[config.mk]
export PLATFORM = sky130hd
export DESIGN_NAME = hazard_ctrl
export DESIGN_NICKNAME = d
export VERILOG_FILES = /design/src/rtl/hazard_ctrl.sv
export SDC_FILE = /design/constraint.sdc
export NUM_CORES = 1
export LEC_CHECK = 0
export CORE_ASPECT_RATIO = 0.8
export CORE_MARGIN = 1.5
export CORE_UTILIZATION = 55
export DETAILED_ROUTE_END_ITERATION = 6
export GPL_ROUTABILITY_DRIVEN = 0
export PLACE_DENSITY = 0.86
export SYNTH_ARGS = -nofsm -noshare
export SYNTH_HDL_FRONTEND = slang
export SYNTH_SLANG_ARGS = --single-unit
[constraint.sdc]
create_clock -name clk -period 4.2 [get_ports clk]
set_clock_uncertainty 0.2 [all_clocks]
set_input_delay 0.84 -clock clk [delete_from_list [all_inputs] [get_ports clk]]
set_output_delay 0.84 -clock clk [all_outputs]
set_load 0.03 [all_outputs]
[src/rtl/hazard_ctrl.sv]
// Hazard controller for the 5-stage RV32I pipeline: stall/flush sequencing,
// EX operand forwarding selects, and saturating stall/flush counters.
module hazard_ctrl #(
    parameter int REG_ADDR_W = 5,
    parameter int CNT_W      = 16
) (
    input  logic                  clk,
    input  logic                  rst_n,
    input  logic [REG_ADDR_W-1:0] Rs1_D,
    input  logic [REG_ADDR_W-1:0] Rs2_D,
    input  logic [REG_ADDR_W-1:0] Rd_D,
    input  logic                  RegWrite_D,
    input  logic [1:0]            ResultSrc_D,
    input  logic                  PCSrc_E,
    input  logic                  MemStall,
    output logic                  Stall_F,
    output logic                  Stall_D,
    output logic                  Flush_D,
    output logic                  Stall_E,
    output logic                  Flush_E,
    output logic                  Stall_M,
    output logic                  Stall_W,
    output logic [1:0]            ForwardA_E,
    output logic [1:0]            ForwardB_E,
    output logic [CNT_W-1:0]      stall_cnt,
    output logic [CNT_W-1:0]      flush_cnt
);

    // Shadow scoreboard: _p0 = EX slot, _p1 = MEM slot, _p2 = WB slot
    logic [REG_ADDR_W-1:0] rd_p0, rs1_p0, rs2_p0, rd_p1, rd_p2;
    logic                  rw_p0, ld_p0, rw_p1, rw_p2;
    logic                  lu;

    function automatic logic [CNT_W-1:0] sat_inc(input logic [CNT_W-1:0] v);
        return (&v) ? v : v + {{(CNT_W-1){1'b0}}, 1'b1};
    endfunction

    function automatic logic [1:0] fwd_sel(input logic [REG_ADDR_W-1:0] rs,
                                           input logic [REG_ADDR_W-1:0] m_rd,
                                           input logic                  m_rw,
                                           input logic [REG_ADDR_W-1:0] w_rd,
                                           input logic                  w_rw);
        if (m_rw && (m_rd != '0) && (m_rd == rs))
            return 2'b10;
        else if (w_rw && (w_rd != '0) && (w_rd == rs))
            return 2'b01;
        else
            return 2'b00;
    endfunction

    assign lu = ld_p0 && rw_p0 && (rd_p0 != '0) &&
                ((rd_p0 == Rs1_D) || (rd_p0 == Rs2_D));

    always_comb begin
        Stall_F = 1'b0;
        Stall_D = 1'b0;
        Flush_D = 1'b0;
        Stall_E = 1'b0;
        Flush_E = 1'b0;
        Stall_M = 1'b0;
        Stall_W = 1'b0;
        if (MemStall) begin
            Stall_F = 1'b1;
            Stall_D = 1'b1;
            Stall_E = 1'b1;
            Stall_M = 1'b1;
            Stall_W = 1'b1;
        end else if (PCSrc_E) begin
            // A taken branch squashes the dependent instruction, so no load-use stall
            Flush_D = 1'b1;
            Flush_E = 1'b1;
        end else if (lu) begin
            Stall_F = 1'b1;
            Stall_D = 1'b1;
            Flush_E = 1'b1;
        end
    end

    assign ForwardA_E = fwd_sel(rs1_p0, rd_p1, rw_p1, rd_p2, rw_p2);
    assign ForwardB_E = fwd_sel(rs2_p0, rd_p1, rw_p1, rd_p2, rw_p2);

    // Stage advance: whole scoreboard freezes while data memory is busy
    always_ff @(posedge clk or negedge rst_n) begin
        if (!rst_n) begin
            rd_p0     <= '0;
            rw_p0     <= 1'b0;
            ld_p0     <= 1'b0;
            rs1_p0    <= '0;
            rs2_p0    <= '0;
            rd_p1     <= '0;
            rw_p1     <= 1'b0;
            rd_p2     <= '0;
            rw_p2     <= 1'b0;
            stall_cnt <= '0;
            flush_cnt <= '0;
        end else if (!MemStall) begin
            rd_p2 <= rd_p1;
            rw_p2 <= rw_p1;
            rd_p1 <= rd_p0;
            rw_p1 <= rw_p0;
            if (Flush_E) begin
                rd_p0  <= '0;
                rw_p0  <= 1'b0;
                ld_p0  <= 1'b0;
                rs1_p0 <= '0;
                rs2_p0 <= '0;
            end else begin
                rd_p0  <= Rd_D;
                rw_p0  <= RegWrite_D;
                ld_p0  <= (ResultSrc_D == 2'b01);
                rs1_p0 <= Rs1_D;
                rs2_p0 <= Rs2_D;
            end
            if (Stall_D)
                stall_cnt <= sat_inc(stall_cnt);
            if (Flush_D || Flush_E)
                flush_cnt <= sat_inc(flush_cnt);
        end
    end

endmodule

==> summary.md <==
| Metric | Value |
|---|---|
| Post-synthesis sequential element count | 61 |
| CTS tree | done |
| Leak pwr | 0.001748 µW |
| Hold Path Class | reg2reg |
| Async SR Flop Fraction | 100.0% |
| Worst slew margin | 30.88% |
| Sequential share of the synthesized area | 50.39% |
| Top-area cell type share of the netlist area | 50.39% |
| Ys Warns | 0 |
| Final std cells w/o fill | 399 |
| Initial antenna violation count | 0 |
| Most common library cells after synthesis | dfrtp_1 (61), xnor2_1 (31), xor2_1 (27) |
| Site row count | 23 |
| Clk_lat worst skew | 0.34 ns |
| CTS resizes | 0 |
| IO Count | 65 |
| Vias in the first global route | 2277 |
| R2r setup slk | 1.61 ns |
| TritonCTS Buffers | 9 |
| Clock share of power | 36.4% |
| Area contributors post-synth | dfrtp_1 (50%), xnor2_1 (9.0%), xor2_1 (7.8%) |
| Final #Nets | ~360 |
| Critical path origin | Rs1_D[0] |
| Netlist cell types | 41 |
| Routed length per placed instance | 16.90 µm |
| GRT Total Usage | about a quarter |
| Post-CTS setup buffer count | 0 |
| Outcome | finished clean |
| PwrDens | 400.9 nW/µm² |
| Switching share of power | around 28% |
| Port Buffers | 64 |
| Sw Pwr | 444.2 µW |
| Clk slew on worst S/H paths | 0.07 ns |
| Setup_tns | 0 ns |
| Detail Route Antenna Nets | 0 |
| Comb pwr share | around 18% |
| Reg2reg end | ld_p0$_DFFE_PN0N_ |
| Kind of critical path | in2out |
| Area grow syn2layout | 29.29% |
| RSZ-0062 raised after global routing | false |
| 1st-iter DRT viols | 112 |
| Worst setup SP type | input pin |
| Total Power | approximately 1600 µW |
| Global route overflow | 0 |
| Count of final hold-check violations | 0 |
| Worst Setup End Kind | output pin |
| Reg2Reg Depth | 5 |
| Initial Utilization | 58.80% |
| H-tree levels | 3 |
| Dpl hpwl | 4761 µm |
| Dominant synthesized flop cell | dfrtp_1 |
| Final number of setup-violating endpoints | 0 |
| Achievable frequency | 255.8 MHz |
| First-pass GRT wire length | 11390 µm |
| Drt drc | 0 |
| Most common cell in the netlist | dfrtp_1 |
| Critical path destination | Flush_E |
| Final slew viol count | 0 |
| Worst Path Arrival | 2.87 ns |
| Synth Cell Area | ~3000 µm² |
| Clock buffer depth | 2 |
| Routed via count | around 2.3k |
| Largest fanout on the critical path | 4 |
| Cell internal pwr | 1126 µW |
| Mapped Avg Cell Area | 11.43 µm² |
| Flop pwr share | 45.3% |
| Via density per instance | 5.777 |
| Number of synthesized flops with an enable pin | 0 |
| Die X-Extent | 85.97 µm |
| Root buf cell | clkbuf_8 |
| Antenna cells | 0 |
| Worst Tran Pin Value | between 1 and 1.5 ns |
| # Max-Cap Violations | 0 |
| Hold Slack | 0.2840 ns |
| Post-cts hold buffer count | 0 |
| VDD IR max | 387.4 µV |
| Placed insts | roughly 380 |
| Largest net degree at the start of global routing | 49 |
| Final Cycle Share | between 90% and 100% |
| Most area-hungry cell type in the Yosys netlist | dfrtp_1 |
| Synth Net Count | 289 |
| WL final | 6742 µm |
| Share of layout cells above drive strength 1 | about an eighth |
| Core ar. | around 5000 µm² |
| Die area | 5965 µm² |
| Final Critical Period | around 3.9 ns |
| Clk sink count | 61 |
| Drt first pass iters | 4 |
| WP data required | 3.16 ns |
| Post-Syn Instances | 265 |
| Reg2reg start | rd_p0[1]$_DFFE_PN0N_ |
| DIE HEIGHT | 69.38 µm |
-- state kept, by name (all words and copies together) (netlist names), 5 cells and up --
register	flops
rd_p2	5
rs1_p0	5
flush_cnt	16
rd_p0	5
rs2_p0	5
stall_cnt	16
rd_p1	5
-- how the worst min path moves through the flow --
stage                                   start                         to  slack (ns)  cells past startpoint
global placement    flush_cnt[10]$_DFFE_PN0P_  flush_cnt[10]$_DFFE_PN0P_        0.27                      1
finish              flush_cnt[10]$_DFFE_PN0P_  flush_cnt[10]$_DFFE_PN0P_        0.28                      1
global route        stall_cnt[11]$_DFFE_PN0P_  stall_cnt[11]$_DFFE_PN0P_        0.32                      1
CTS                 flush_cnt[10]$_DFFE_PN0P_  flush_cnt[10]$_DFFE_PN0P_        0.29                      1
detailed placement  flush_cnt[10]$_DFFE_PN0P_  flush_cnt[10]$_DFFE_PN0P_        0.27                      1
floorplan                   rw_p2$_DFFE_PN0N_          rw_p2$_DFFE_PN0N_        0.27                      1
-- routing by layer --
| metal | up-vias | track usage, % | part of all wire (%) |
|---|---|---|---|
| li1 | 1087 | - | - |
| met1 | 1143 | 34.14 | 47 |
| met2 | 64 | 36.22 | 46 |
| met3 | 11 | 9.524 | 5.4 |
| met4 | 0 | 9.677 | 1.5 |
| met5 | - | 0 | 0 |
-- area by class of cell --
class	count	area [µm²]
clock buffers	11	141.4
clock inverters	4	72.57
fillers	334	1235
inverters	7	26.28
multi-input cells	186	1411
flip-flops and latches	61	1526
well taps	62	77.57
repair buffers	68	660.6
-- power groups by stage --
stage               clock network, µW  logic (µW)  registers (µW)
detailed placement                  0         289             719
CTS                               581         291             709
global route                      617         313             719
finish                            571         288             711
floorplan                           0         138             746
global placement                    0         281             717
-- kinds of logic (layout without fill, tap and decap cells) --
family / after synthesis / after routing / synth area share [%]
simple gates: 78 / 78 / 13.80
flops: 61 / 61 / 50.39
xor+xnor: 58 / 58 / 16.77
compound gates: 34 / 34 / 9.996
buf+inv: 18 / 90 / 3.015
mux: 14 / 14 / 5.204
fa+ha+maj: 2 / 2 / 0.8260
-- metrics by stage --
stage / setup WS [ns] / util, % / cell area, µm²
6_report: 0.2912 / 76.03 / 3916
5_1_grt: 0.1662 / 76.03 / 3916
4_1_cts: 0.2765 / 76.03 / 3916
3_5_place_dp: 0.2770 / 71.87 / 3702
3_3_place_gp: 0.2934 / 71.87 / 3702
2_1_floorplan: 0.8157 / - / 3029
-- placed cells by master, fill, tap and decap left out, drive strengths merged, types with 2 or more instances in the layout --
cell type      instances
nand3                 18
o21ai                  2
ha                     2
and3                   4
or4                    5
xor2                  27
a22o                  16
xnor2                 31
or3                    2
nand4                  8
clkdlybuf4s50         61
clkbuf                11
mux2                  14
bufinv                 2
buf                    7
nand2                 10
nor2                  11
nor3                   8
a21oi                  3
o211ai                 2
nor4                   7
dfrtp                 61
inv                    7
-- worst max-delay path, cell delays in order --
cell and delay (ns):
clkdlybuf4s50_1 0.51, xnor2_1 0.12, nand3_1 0.14, o22ai_2 0.34
a21oi_2 0.10, nor2_1 0.12, clkdlybuf4s50_1 0.69
Power figures use the tool's default switching activity.
